File: src/rtl/uart_pkg.sv
// Shared definitions for the 8N1 UART transmit path: FSM states and frame constants.
package uart_pkg;

  typedef enum logic [1:0] {
    IDLE  = 2'd0,
    START = 2'd1,
    DATA  = 2'd2,
    STOP  = 2'd3
  } tx_state_e;

  localparam int DATA_BITS = 8;
  localparam int STOP_BITS = 1;

  // 12 MHz board clock / 115200 baud
  localparam int DEFAULT_CLKS_PER_BIT = 104;

endpackage

File: src/rtl/uart_tx_fifo.sv
// Synchronous byte FIFO feeding the UART shifter; count-based full/empty flags.
module uart_tx_fifo #(
  parameter int FIFO_DEPTH = 4,
  parameter int WIDTH      = 8
) (
  input  logic             clk,
  input  logic             rst,
  input  logic             push_i,
  input  logic [WIDTH-1:0] data_i,
  input  logic             pop_i,
  output logic [WIDTH-1:0] data_o,
  output logic             full_o,
  output logic             empty_o
);

  localparam int PTR_W = $clog2(FIFO_DEPTH);
  localparam int CNT_W = PTR_W + 1;

  logic [WIDTH-1:0] mem_q [FIFO_DEPTH];
  logic [PTR_W-1:0] wr_ptr_q, wr_ptr_d;
  logic [PTR_W-1:0] rd_ptr_q, rd_ptr_d;
  logic [CNT_W-1:0] count_q, count_d;
  logic             do_push;
  logic             do_pop;

  assign full_o  = (count_q == CNT_W'(FIFO_DEPTH));
  assign empty_o = (count_q == '0);
  // A full FIFO refuses the push even when a pop happens on the same edge.
  assign do_push = push_i && !full_o;
  assign do_pop  = pop_i && !empty_o;
  assign data_o  = mem_q[rd_ptr_q];

  always_comb begin
    wr_ptr_d = wr_ptr_q;
    rd_ptr_d = rd_ptr_q;
    count_d  = count_q;
    if (do_push) wr_ptr_d = wr_ptr_q + 1'b1;
    if (do_pop)  rd_ptr_d = rd_ptr_q + 1'b1;
    case ({do_push, do_pop})
      2'b10:   count_d = count_q + 1'b1;
      2'b01:   count_d = count_q - 1'b1;
      default: count_d = count_q;
    endcase
  end

  always_ff @(posedge clk or posedge rst) begin
    if (rst) begin
      wr_ptr_q <= '0;
      rd_ptr_q <= '0;
      count_q  <= '0;
    end else begin
      wr_ptr_q <= wr_ptr_d;
      rd_ptr_q <= rd_ptr_d;
      count_q  <= count_d;
    end
  end

  always_ff @(posedge clk) begin
    if (do_push) mem_q[wr_ptr_q] <= data_i;
  end

endmodule

File: src/rtl/uart_tx_buffered.sv
// Buffered 8N1 UART transmitter: valid/ready byte intake, FIFO, LSB-first serializer
// with back-to-back frames and no idle gap between queued bytes.
module uart_tx_buffered
  import uart_pkg::*;
#(
  parameter int CLKS_PER_BIT = DEFAULT_CLKS_PER_BIT,
  parameter int FIFO_DEPTH   = 4
) (
  input  logic       clk,
  input  logic       rst,
  input  logic       tx_valid,
  input  logic [7:0] tx_byte,
  output logic       tx_ready,
  output logic       tx,
  output logic       is_transmitting,
  output logic       tx_done,
  output logic       fifo_empty
);

  localparam int BAUD_W = $clog2(CLKS_PER_BIT);
  localparam int BIT_W  = $clog2(DATA_BITS);
  localparam logic [BAUD_W-1:0] BAUD_LAST = BAUD_W'(CLKS_PER_BIT - 1);
  localparam logic [BIT_W-1:0]  BIT_LAST  = BIT_W'(DATA_BITS - 1);

  tx_state_e              state_q, state_d;
  logic [BAUD_W-1:0]      baud_q, baud_d;
  logic [BIT_W-1:0]       bit_q, bit_d;
  logic [DATA_BITS-1:0]   shift_q, shift_d;
  logic                   tx_q, tx_d;
  logic                   done_q, done_d;
  logic                   pop;
  logic [DATA_BITS-1:0]   fifo_data;
  logic                   fifo_full;

  uart_tx_fifo #(
    .FIFO_DEPTH(FIFO_DEPTH),
    .WIDTH     (DATA_BITS)
  ) u_fifo (
    .clk    (clk),
    .rst    (rst),
    .push_i (tx_valid),
    .data_i (tx_byte),
    .pop_i  (pop),
    .data_o (fifo_data),
    .full_o (fifo_full),
    .empty_o(fifo_empty)
  );

  assign tx_ready        = !fifo_full;
  assign tx              = tx_q;
  assign tx_done         = done_q;
  assign is_transmitting = (state_q != IDLE);

  always_comb begin
    state_d = state_q;
    baud_d  = baud_q;
    bit_d   = bit_q;
    shift_d = shift_q;
    tx_d    = tx_q;
    done_d  = 1'b0;
    pop     = 1'b0;
    case (state_q)
      IDLE: begin
        tx_d = 1'b1;
        if (!fifo_empty) begin
          pop     = 1'b1;
          shift_d = fifo_data;
          tx_d    = 1'b0;
          baud_d  = '0;
          state_d = START;
        end
      end
      START: begin
        if (baud_q == BAUD_LAST) begin
          baud_d  = '0;
          bit_d   = '0;
          tx_d    = shift_q[0];
          state_d = DATA;
        end else begin
          baud_d = baud_q + 1'b1;
        end
      end
      DATA: begin
        if (baud_q == BAUD_LAST) begin
          baud_d = '0;
          if (bit_q == BIT_LAST) begin
            tx_d    = 1'b1;
            state_d = STOP;
          end else begin
            // Next bit is driven straight from shift_q[1] so tx stays registered.
            bit_d   = bit_q + 1'b1;
            shift_d = shift_q >> 1;
            tx_d    = shift_q[1];
          end
        end else begin
          baud_d = baud_q + 1'b1;
        end
      end
      STOP: begin
        if (baud_q == BAUD_LAST) begin
          baud_d = '0;
          done_d = 1'b1;
          if (!fifo_empty) begin
            pop     = 1'b1;
            shift_d = fifo_data;
            tx_d    = 1'b0;
            state_d = START;
          end else begin
            state_d = IDLE;
          end
        end else begin
          baud_d = baud_q + 1'b1;
        end
      end
      default: begin
        tx_d    = 1'b1;
        state_d = IDLE;
      end
    endcase
  end

  always_ff @(posedge clk or posedge rst) begin
    if (rst) begin
      state_q <= IDLE;
      baud_q  <= '0;
      bit_q   <= '0;
      shift_q <= '0;
      tx_q    <= 1'b1;
      done_q  <= 1'b0;
    end else begin
      state_q <= state_d;
      baud_q  <= baud_d;
      bit_q   <= bit_d;
      shift_q <= shift_d;
      tx_q    <= tx_d;
      done_q  <= done_d;
    end
  end

endmodule

File: config.mk
export PLATFORM = sky130hd
export DESIGN_NAME = uart_tx_buffered
export DESIGN_NICKNAME = d
export VERILOG_FILES = /design/src/rtl/uart_pkg.sv /design/src/rtl/uart_tx_fifo.sv /design/src/rtl/uart_tx_buffered.sv
export SDC_FILE = /design/constraint.sdc
export NUM_CORES = 1
export LEC_CHECK = 0
export ABC_AREA = 1
export CORE_MARGIN = 1.5
export CORE_UTILIZATION = 30
export DETAILED_ROUTE_END_ITERATION = 10
export SLEW_MARGIN = 20
export SYNTH_ARGS = -nofsm -noshare
export SYNTH_HDL_FRONTEND = slang
export SYNTH_HIERARCHICAL = 1
export SYNTH_SLANG_ARGS = --single-unit
export TNS_END_PERCENT = 50
File: constraint.sdc
create_clock -name clk -period 2.8 [get_ports clk]
set_input_delay 0.28 -clock clk [delete_from_list [all_inputs] [get_ports clk]]
set_output_delay 0.28 -clock clk [all_outputs]
set_load 0.03 [all_outputs]
* After elaboration in Yosys (flattened, before gate mapping)
Memories as Yosys holds them, arrays and structs flattened.
Index checks and enable logic that the tools add are counted.
** Cells by class
- Add/subtract/negate cells :: 6
- Eq/ne operators :: 15
- Mux-type cells :: 34
- Reduce and logical (&&, ||, !) cells :: 15
** Operators by type and width (count)
- $mux W8 :: 4
- $pmux W8 S3 :: 1
- $mux W7 :: 2
- $ne A2 B2 Y1 const B :: 7
- $pmux W7 S2 :: 1
- $mux W1 :: 13
- $pmux W3 S2 :: 2
- $reduce_and A4 Y1 :: 3
- $mux W2 :: 5
- $mux W3 :: 3
- $pmux W2 S4 :: 1
- $add A7 B1 Y7 const B :: 1
- $eq A7 B7 Y1 const B :: 1
- $add A3 B1 Y3 const B :: 2
- $eq A2 B2 Y1 const B :: 3
- $eq A3 B3 Y1 const B :: 2
- $reduce_bool A2 Y1 :: 3
- $reduce_and A5 Y1 :: 1
- $add A2 B1 Y2 const B :: 2
- $eq A2 B1 Y1 const B :: 2
- $pmux W1 S4 :: 1
- $logic_not A3 Y1 :: 1
- $reduce_bool A3 Y1 :: 1
- $reduce_or A3 Y1 :: 1
- 5 further kinds :: 7
** Word-level totals
- Flip-flop bits (word level) :: 29
- Memory bits (writable) :: 32
- Input bits :: 11
- Output and inout bits :: 5
- Logic and storage cells :: 80
- Memories :: 1
** Memories
- u_fifo.mem_q :: depth 4, width 8, rd ports 1, clocked after Yosys merged registers in 0, write ports 1, line uart_tx_fifo.sv:19 : logic [WIDTH-1:0] mem_q [FIFO_DEPTH];

* Depth between registers and ports, before layout
Gate-level depths: netlist of the first run.
- Depth in word-level cells :: 7
- Depth in mapped cells :: 17
- Depth with buffers taken out :: 17

* Hierarchy
The synthesis of the first run kept the hierarchy.
** Modules (own cells, without submodules)
- uart_tx_fifo :: times used 1, cells an instance 155, area each 1755.4 um2, seq. area each 1136.1 um2
- uart_tx_buffered :: times used 1, cells an instance 187, area each 1395.1 um2, seq. area each 551.8 um2

* Least setup slack after synthesis of the first run
OpenSTA, ideal clock, no wires.
- Path kind :: flip-flop to flip-flop
- From :: reg u_fifo.count_q[0]
- To :: reg u_fifo.count_q[2]
- Setup time :: 0.117 ns
- Arrival :: 2.159 ns
- Data required time :: 2.683 ns
- Path slack :: 0.524 ns
- Stages on the path, launching flop included :: 15
- Buffers on the path :: 0
- Clock period less this slack :: 2.276 ns
- Cell sequence :: dfrtp_1 -> inv_1 -> nand3_2 -> inv_1 -> or2_2 -> a21oi_2 -> nand2_1 -> inv_1 -> ha_1 -> inv_1 -> fa_1 -> nand2_1 -> nand3_1 -> nand2_1 -> nand2_1
** On the way
- Word-level cells in the longest chain between the ends :: 7
- Elaborated cells on any way between the ends :: 15
- Classes of those cells :: add/sub (2); eq/ne (3); mux (4); reduce/logical (6)
** RTL lines
- start, declared :: line uart_tx_fifo.sv:22 : logic [CNT_W-1:0] count_q, count_d;
- start signal, assigned :: line uart_tx_fifo.sv:54 : count_q <= count_d;
- $logic_not A3 Y1 (*) :: line uart_tx_fifo.sv:27 : assign empty_o = (count_q == '0);
- via fifo_empty :: line uart_tx_buffered.sv:17 : output logic fifo_empty
- $mux W1 (*) :: line uart_tx_buffered.sv:65, uart_tx_buffered.sv:103
- $mux W1 :: line uart_tx_buffered.sv:100 : if (baud_q == BAUD_LAST) begin
- $pmux W1 S2 (*) :: line uart_tx_buffered.sv:62 : case (state_q)
- via pop :: line uart_tx_buffered.sv:31 : logic pop;
- $logic_and A1 B1 Y1 (*) :: line uart_tx_fifo.sv:30 : assign do_pop = pop_i && !empty_o;
- via u_fifo.do_pop :: line uart_tx_fifo.sv:24 : logic do_pop;
- $eq A2 B1 Y1 / $eq A2 B2 Y1 (equally long branches) :: line uart_tx_fifo.sv:39 : case ({do_push, do_pop})
- $pmux W3 S2 / $reduce_bool A2 Y1 (equally long branches)
The timed path passes the listed nets; every way through them passes the cells marked *.
A chain may end at the register's enable or synchronous reset.

* Worst setup path after layout of the first run
- From :: reg baud_q[1]
- To :: reg u_fifo.count_q[2]
** On the way
- Word-level cells in the longest chain between the ends :: 6
- Elaborated cells on any way between the ends :: 8
- Classes of those cells :: eq/ne (3); mux (3); reduce/logical (2)
** RTL lines
- start, declared :: line uart_tx_buffered.sv:26 : logic [BAUD_W-1:0] baud_q, baud_d;
- start signal, assigned :: line uart_tx_buffered.sv:132 : baud_q <= baud_d;
- $eq A7 B7 Y1 (*) :: line uart_tx_buffered.sv:100
- $mux W1 (*) :: line uart_tx_buffered.sv:100
- $pmux W1 S2 (*) :: line uart_tx_buffered.sv:62
- via pop :: line uart_tx_buffered.sv:31
- $logic_and A1 B1 Y1 (*) :: line uart_tx_fifo.sv:30
- via u_fifo.do_pop :: line uart_tx_fifo.sv:24
- $eq A2 B1 Y1 / $eq A2 B2 Y1 (equally long branches) :: line uart_tx_fifo.sv:39
- $pmux W3 S2 / $reduce_bool A2 Y1 (equally long branches)
Marks and branches as above.

==> results of run 1 <==
registers in the layout, indices dropped and copies added, names as in the netlist:
signal and count:
u_fifo/wr_ptr_q 2, state_q 2, u_fifo/count_q 3, u_fifo/mem_q 32
tx_done 1, shift_q 8, u_fifo/rd_ptr_q 2, bit_q 3
baud_q 7, tx 1
what timing repair did:
item / CTS / global route
gates resized for setup: 0 / 1
endpoints found under the setup margin: 0 / 1
endpoints found under the hold margin: 0 / 0
cells in the final DEF, fill, tap and decap left out, types with 2 or more instances in the layout:
cell,n
nand4_1,2
nand2_1,125
nand2_4,5
inv_6,3
nand3b_1,2
nor2_4,2
a21oi_1,2
nand2_2,4
clkbuf_8,9
nor2_1,12
edfxtp_1,32
dfrtp_1,27
nand3_1,22
o211ai_1,16
nand3_2,2
clkinv_4,2
inv_2,4
ha_1,13
inv_1,48
o21ai_0,5
clkdlybuf4s50_1,15
buf_4,4
power breakdown:
group / switching [mW] / internal (mW) / total [mW]
logic: 1.05 / 0.585 / 1.64
registers: 0.167 / 1.21 / 1.38
clock network: 0.385 / 0.423 / 0.808
synth_stat cells, types with 2 or more instances:
master    number
nand3b_1       2
nand3_2        2
inv_1         48
nand3_1       22
buf_6          3
nand2_4        5
ha_1          13
dfrtp_1       28
inv_2          4
nor2_4         2
nand4_1        2
a21oi_1        2
nand2_2        4
o21ai_0        5
o211ai_1      16
edfxtp_1      32
nand2_1      125
nor2_1        12
how the worst min path moves through the flow:
stage,start,cells past startpoint,endpoint,slack (ns)
2_1_floorplan,rst,1,u_fifo/count_q[0],0.08
3_3_place_gp,shift_q[3],2,shift_q[3],0.46
3_5_place_dp,tx,2,tx,0.45
4_1_cts,rst,2,u_fifo/count_q[1],0.22
5_1_grt,rst,2,u_fifo/count_q[1],0.22
6_report,rst,2,u_fifo/count_q[1],0.21
logic make-up (layout without fill, tap and decap cells):
logic type / Yosys count / count (layout) / share of synthesized area, %
xor+xnor: 1 / 1 / 0.2780
simple gates: 179 / 179 / 25.66
buf+inv: 58 / 87 / 8.101
fa+ha+maj: 14 / 14 / 5.798
compound gates: 29 / 29 / 6.593
flops: 61 / 61 / 53.57
worst max-delay path, stage by stage, from the launching register on:
cell     delay (ns)
dfrtp_1        0.41
ha_1           0.24
nand2_2        0.11
inv_2          0.10
nand2_2        0.06
nor2_4         0.12
nand2_1        0.10
a21oi_2        0.19
nand2_1        0.09
inv_1          0.06
ha_1           0.15
inv_1          0.07
fa_1           0.38
nand2_1        0.11
nand3_1        0.08
nand2_1        0.06
nand2_1        0.05
routing by layer:
layer,vias up,GRT usage (%)
met5,-,0
met4,0,4.990
met3,7,3.216
met2,27,19.19
met1,1021,14.43
li1,1147,-
final cells by class:
cell class	count	area share (%)
Sequential cell	61	46.31
Multi-Input combinational cell	223	33.10
Inverter	52	5.352
Timing Repair Buffer	19	4.940
Tap cell	136	4.666
Clock buffer	9	3.396
Clock inverter	7	2.230
==> results.json, run 1 <==
{
  "portBuffers": 15,
  "setup_slack_ns": 0.3031,
  "synth_seq_area_share_pct": 53.57,
  "regArea_sq_um": 1689,
  "die_h_um": 105.5,
  "grt_max_degree": 34,
  "synth.avg_cell_area_sq_um": 9.212,
  "async_flop_share_pct": 47.54,
  "area_growth_pct": 15.77,
  "r2r_end": "u_fifo/count_q[2]",
  "finalHoldViolations": 0,
  "r2r_cells": 16,
  "htreeDepth": 3,
  "die_area_sq_um": 11130,
  "timing.critical_path.to_type": "flip-flop",
  "drtAntennaViolNets": 0,
  "dp_hpwl_mm": 3.967,
  "core_area_sq_um": 10280,
  "power.density_nw_per_um2": 1050,
  "worst-slew-pin-transition_ns": 0.8766,
  "syn_area_sq_um": 3151,
  "die_w_um": 105.5,
  "drc": 0,
  "drt-total-wl_mm": 5.699,
  "gp_congestion": 0.7656,
  "grt_usage_pct": 11.69,
  "cts_tree": "yes",
  "power_mw": 3.828,
  "worst_skew_pair.late_latency_ns": 0.34,
  "fill_cells": 1061,
  "finalInstanceArea_sq_um": 3647,
  "run_status": "finished, final reports clean",
  "cp_max_fo": 5,
  "synth_fp_nets": 367,
  "skew_ns": 0.01150,
  "antenna_cells": 0,
  "synth_top_area_share_pct": 30.50,
  "hp-class": "in -> async",
  "vias_per_cell": 4.343,
  "instances_no_fill": 507,
  "maxCapViolCount": 0,
  "clk_path_buf_depth": 2,
  "met1_length_mm": 2.748,
  "max-slew-margin-rel_pct": 41.50,
  "setup_tns_ns": 0,
  "slew_viol_final": 0,
  "required_ns": 3.03,
  "top_layer_used": "met4",
  "holdWs_ns": 0.2075,
  "synthCells": 342,
  "vdd_drop_max_v": 0.0003743,
  "grt_pass1_vias": 2220,
  "cts_buffers": 9,
  "cts_hold_buf": 0,
  "place_worst_setup_slack_ns": 0.2689,
  "netlist-cell-type-count": 33,
  "synthTopCellsByArea": "edfxtp_1 31%, dfrtp_1 22%, nand2_1 15%",
  "io_pins": 16,
  "final_core_util_pct": 35.49,
  "critPathLaunch": "baud_q[1]",
  "grt_pass1_wl_mm": 10.20,
  "fin_crit_sh_pct": 89.18,
  "multi_input_area_sq_um": 1207,
  "wire_per_inst_um": 11.24,
  "r2r_start": "baud_q[1]",
  "p_leak_nw": 1.698,
  "cp-endpoint": "u_fifo/count_q[2]",
  "vias": 2202,
  "overflow": 0,
  "yosysTopAreaCell": "edfxtp_1",
  "wl_met2_mm": 2.657,
  "first_pass_iters": 4,
  "synth_seq_cells": 61,
  "setup_viol": 0,
  "drtIter0Drc": 69,
  "rrSetupSlack_ns": 0.30,
  "dp.cells": 491,
  "clk_pin_slew_worst_paths_ns": 0.08,
  "clockRootBuffer": "clkbuf_8",
  "std_cell_rows": 37,
  "rsz0062_at_grt": "no",
  "synthFlopType": "edfxtp_1",
  "period_minus_slack_ns": 2.497,
  "finish.net_count": 391,
  "max_freq_mhz": 400.5,
  "setup.worst_path.start_class": "flip-flop",
  "placed_area_sq_um": 3441,
  "antenna_found_initial": 0,
  "wl_met3_um": 213,
  "drive_gt1_share_pct": 12.13,
  "arrival_ns": 2.72,
  "ys.warnings.count": 6,
  "crit_type": "reg -> reg",
  "cts_setup_buffers": 0,
  "clock_sinks": 61,
  "synth_edf_count": 32,
  "initial_utilization_pct": 30.65
}
(Power assumes the default switching activity.)
==> run 2: changes to the inputs <==
Settings changed: PLACE_DENSITY set to 0.54.
==> run 2 against run 1 <==
Clock power about the same; setup slack got worse by 0.028 ns; global-route usage decreased by 0.66 points; total power fell by 0.57%; cell count is the same; wire length shrank 3.9%; clock skew is 0.0034 ns lower; largest cell class unchanged.
==> results.json, run 2 (synthesis gave the netlist of run 1 again) <==
{
  "run_status": "finished, final reports clean",
  "maxCapViolCount": 0,
  "vias_per_cell": 4.296,
  "hp-class": "in -> async",
  "reg_top3": "u_fifo/mem_q x32, shift_q x8, baud_q x7",
  "first_pass_iters": 4,
  "drc": 0,
  "cts_tree": "yes",
  "drtIter0Drc": 74,
  "drt-total-wl_mm": 5.477,
  "die_area_sq_um": 11130,
  "max-slew-margin-rel_pct": 40.93,
  "dp_hpwl_mm": 3.839,
  "clk_path_buf_depth": 2,
  "clockRootBuffer": "clkbuf_8",
  "cts_hold_buf": 0,
  "antenna_cells": 0,
  "overflow": 0,
  "slew_viol_final": 0,
  "worst-slew-pin-transition_ns": 0.8851,
  "layout_common_cells": "125 x nand2_1, 48 x inv_1, 32 x edfxtp_1",
  "portBuffers": 15,
  "vias": 2178,
  "grt_pass1_vias": 2100,
  "worst_skew_pair.late_latency_ns": 0.34,
  "io_pins": 16,
  "gp_congestion": 0.7510,
  "core_area_sq_um": 10280,
  "mostFrequentLayoutCell": "nand2_1",
  "arrival_ns": 2.76,
  "rsz0062_at_grt": "no",
  "vdd_drop_max_v": 0.0002705,
  "antenna_found_initial": 0,
  "crit_type": "reg -> reg",
  "grt_usage_pct": 11.03,
  "cts_setup_buffers": 0,
  "power.density_nw_per_um2": 1044,
  "area_growth_pct": 15.77,
  "finalHoldViolations": 0,
  "clk_pin_slew_worst_paths_ns": 0.08,
  "timing.critical_path.to_type": "flip-flop",
  "r2r_cells": 16,
  "holdWs_ns": 0.2166,
  "p_leak_nw": 1.697,
  "final_core_util_pct": 35.49,
  "setup.worst_path.start_class": "flip-flop",
  "multi_input_area_sq_um": 1207,
  "htreeDepth": 3,
  "drtAntennaViolNets": 0,
  "wire_per_inst_um": 10.80,
  "grt_pass1_wl_mm": 9.591,
  "fin_crit_sh_pct": 90.17,
  "power_mw": 3.807,
  "drive_gt1_share_pct": 11.86,
  "required_ns": 3.03,
  "largest_reg_flops": 32,
  "skew_ns": 0.008092,
  "die_w_um": 105.5,
  "clock_sinks": 61,
  "finish.net_count": 391,
  "cts_resized": 0,
  "setup_viol": 0,
  "top_register": "u_fifo/mem_q",
  "grt_max_degree": 34,
  "cp_max_fo": 7,
  "period_minus_slack_ns": 2.525,
  "die_h_um": 105.5,
  "initial_utilization_pct": 30.65,
  "std_cell_rows": 37,
  "fill_cells": 1051,
  "max_freq_mhz": 396.1,
  "cts_buffers": 9,
  "regArea_sq_um": 1688,
  "setup_tns_ns": 0
}
[run 2: changes by cell type in the layout (fill, tap and decap cells not counted)]
cell	delta
clkinv_4	-1
inv_6	-1
dfrtp_2	-1
dfrtp_1	+1
inv_8	+1
clkinvlp_4	+1
[run 2: area by class of cell]
| class | instances | area share, % |
|---|---|---|
| Clock buffer | 9 | 3.396 |
| Tap cell | 136 | 4.666 |
| Inverter | 52 | 5.352 |
| Sequential cell | 61 | 46.28 |
| Clock inverter | 7 | 2.264 |
| Multi-Input combinational cell | 223 | 33.10 |
| Timing Repair Buffer | 19 | 4.940 |
[run 2: worst max-delay path, cell delays in order, from the launching register on]
cell and delay, ns:
dfrtp_1 0.44, ha_1 0.26, nand2_2 0.11, inv_2 0.09, nand2_2 0.06, nor2_4 0.12, nand2_1 0.09, a21oi_2 0.19
nand2_1 0.09, inv_1 0.06, ha_1 0.16, inv_1 0.08, fa_1 0.39, nand2_1 0.10, nand3_1 0.08, nand2_1 0.06
nand2_1 0.05
[run 2: power breakdown]
part           total (mW)  switching (mW)  internal (mW)
combinational        1.62            1.04          0.583
clock               0.808           0.383          0.424
sequential           1.38           0.163           1.21
total                3.81            1.59           2.22
[run 2: through the flow]
step | area (sq um) | worst slack [ns] | std cells
after CTS | 3647 | 0.2684 | 507
after global routing | 3647 | 0.02589 | 507
after detailed placement | 3441 | 0.2892 | 491
after floorplan | 3151 | 0.5241 | 342
final | 3647 | 0.2751 | 507
after global placement | 3441 | 0.3954 | 491
[run 2: path summary, 6_finish.rpt]
check                           from                 to  slack [ns]
setup reg to reg           baud_q[0]  u_fifo/count_q[2]        0.28
hold / removal                   rst  u_fifo/count_q[0]        0.22
setup / recovery           baud_q[0]  u_fifo/count_q[2]        0.28
hold reg to reg                   tx                 tx        0.46
max in group asynchronous        rst         shift_q[2]        1.78
min in group clk                  tx                 tx        0.46
[run 2: routing by layer]
metal  wire, um  share of wire (%)  vias up  track usage, %
met5          0                  0        -               0
met4         58                1.1        0           4.110
met3        179                3.3        5           3.401
met2       2605                 48       26           18.21
met1       2633                 48     1004           13.53
li1           -                  -     1143               -
==> run 3: changes to the inputs <==
Settings changed: CTS_BUF_LIST set to sky130_fd_sc_hd__clkbuf_16, CTS_CLUSTER_SIZE set to 28.
==> run 3 against run 2 <==
Cell count stayed put; utilization up 0.99 points; first-iteration DRC count rose by 8.1%; fmax increased by 0.23%; register-to-register slack is essentially flat; clock skew is 0.00093 ns lower; critical path type unchanged; design area grew 2.8%; hold slack better by 0.015 ns; setup slack better by 0.0059 ns.
==> results.json, run 3 (synthesis gave the netlist of run 1 again) <==
{
  "run_status": "finished, final reports clean",
  "cts_tree": "yes",
  "skew_ns": 0.007162,
  "met1_length_mm": 2.650,
  "drt-total-wl_mm": 5.599,
  "p_leak_nw": 1.743,
  "drive_gt1_share_pct": 11.86,
  "io_pins": 16,
  "r2r_end": "u_fifo/count_q[2]",
  "arrival_ns": 2.74,
  "gp_congestion": 0.7510,
  "drtIter0Drc": 80,
  "reg_top3": "u_fifo/mem_q x32, shift_q x8, baud_q x7",
  "antenna_cells": 0,
  "crit_type": "reg -> reg",
  "cts_buffers": 9,
  "drc": 0,
  "required_ns": 3.02,
  "grt_max_degree": 34,
  "htreeDepth": 3,
  "overflow": 0,
  "r2r_start": "baud_q[0]",
  "clk_pin_slew_worst_paths_ns": 0.06,
  "finalHoldViolations": 0,
  "portBuffers": 15,
  "std_cell_rows": 37,
  "first_pass_iters": 4,
  "cts_resized": 0,
  "pwr-share-clk_pct": 27.3,
  "antenna_found_initial": 0,
  "rsz0062_at_grt": "no",
  "dp_hpwl_mm": 3.839,
  "power.net_switching_mw": 1.632,
  "grt_pass1_wl_mm": 9.729,
  "holdWs_ns": 0.2317,
  "largest_reg_flops": 32,
  "wl_met3_um": 234,
  "cp_max_fo": 7,
  "clk_path_buf_depth": 2,
  "area_growth_pct": 18.98,
  "wire_per_inst_um": 11.04,
  "setup_tns_ns": 0,
  "switching_share_pct": 39.49,
  "cts_setup_buffers": 0,
  "fin_crit_sh_pct": 89.97,
  "top_layer_used": "met4",
  "die_h_um": 105.5,
  "clock_sinks": 61,
  "finish.net_count": 391,
  "core_area_sq_um": 10280,
  "seqPwrFrac_pct": 33.4,
  "vdd_drop_max_v": 0.0003987,
  "vias": 2186,
  "clockRootBuffer": "clkbuf_16",
  "power.density_nw_per_um2": 1102,
  "grt_usage_pct": 11.32,
  "max_freq_mhz": 397.0,
  "internal_power_mw": 2.500,
  "vias_per_cell": 4.312,
  "die_area_sq_um": 11130,
  "finalInstanceArea_sq_um": 3749,
  "hp-class": "in -> async",
  "grt_pass1_vias": 2107,
  "wl_met2_mm": 2.646,
  "drtAntennaViolNets": 0,
  "r2r_cells": 16,
  "max-slew-margin-rel_pct": 40.94,
  "cts_hold_buf": 0,
  "timing.critical_path.to_type": "flip-flop",
  "setup.worst_path.start_class": "flip-flop",
  "die_w_um": 105.5,
  "rrSetupSlack_ns": 0.28,
  "mostFrequentLayoutCell": "nand2_1",
  "top_register": "u_fifo/mem_q",
  "worst_skew_pair.late_latency_ns": 0.33,
  "layout_common_cells": "125 x nand2_1, 48 x inv_1, 32 x edfxtp_1",
  "worst-slew-pin-transition_ns": 0.8849,
  "setup_viol": 0,
  "period_minus_slack_ns": 2.519,
  "p_comb_share_pct": 39.4,
  "maxCapViolCount": 0,
  "placed_area_sq_um": 3441,
  "initial_utilization_pct": 30.65,
  "slew_viol_final": 0
}
## run 3: cell counts in the layout (fill, tap and decap cells not counted)
No cell type changed its count.
## run 3: per-stage QoR
stage / power [mW] / util [%] / setup slack (ns) / instances
2_1_floorplan: 2.693 / - / 0.5241 / 342
3_3_place_gp: 3.014 / 33.48 / 0.3954 / 491
3_5_place_dp: 3.040 / 33.48 / 0.2892 / 491
4_1_cts: 4.193 / 36.47 / 0.2724 / 507
5_1_grt: 4.476 / 36.47 / 0.02876 / 507
6_report: 4.132 / 36.47 / 0.2810 / 507
## run 3: area by class of cell
cell class | count | area, sq um
clock inverter | 7 | 82.58
tap | 136 | 170.2
clock buffer | 9 | 225.2
timing repair buffer | 19 | 180.2
inverter | 52 | 195.2
multi-input combinational | 223 | 1207
fill | 1029 | 6529
sequential | 61 | 1688
## run 3: worst max path at each step
stage | slack, ns | to | cells after the start | start
floorplan | 0.52 | u_fifo/count_q[2] | 14 | u_fifo/count_q[0]
global placement | 0.40 | u_fifo/count_q[2] | 16 | baud_q[0]
detailed placement | 0.29 | u_fifo/count_q[2] | 16 | baud_q[0]
CTS | 0.27 | u_fifo/count_q[2] | 16 | baud_q[0]
global route | 0.03 | u_fifo/count_q[2] | 16 | baud_q[0]
finish | 0.28 | u_fifo/count_q[2] | 16 | baud_q[0]
## run 3: power groups by stage
stage / clock (mW) / sequential, mW / combinational, mW
final: 1.13 / 1.38 / 1.63
after global routing: 1.19 / 1.41 / 1.87
after CTS: 1.16 / 1.38 / 1.66
after detailed placement: 0 / 1.39 / 1.65
after global placement: 0 / 1.39 / 1.63
after floorplan: 0 / 1.35 / 1.34
## run 3: layer usage
layer  vias up  global-route usage [%]
met5         -                       0
met4         0                   4.110
met3         7                   3.958
met2        32                   18.77
met1      1005                   13.57
li1       1142                       -
## run 3: worst max-delay path, stage by stage, from the launching register on
cell and delay (ns):
dfrtp_1 0.44, ha_1 0.26, nand2_2 0.11, inv_2 0.09, nand2_2 0.06, nor2_4 0.12
nand2_1 0.09, a21oi_2 0.19, nand2_1 0.09, inv_1 0.06, ha_1 0.16, inv_1 0.08
fa_1 0.39, nand2_1 0.10, nand3_1 0.08, nand2_1 0.06, nand2_1 0.05
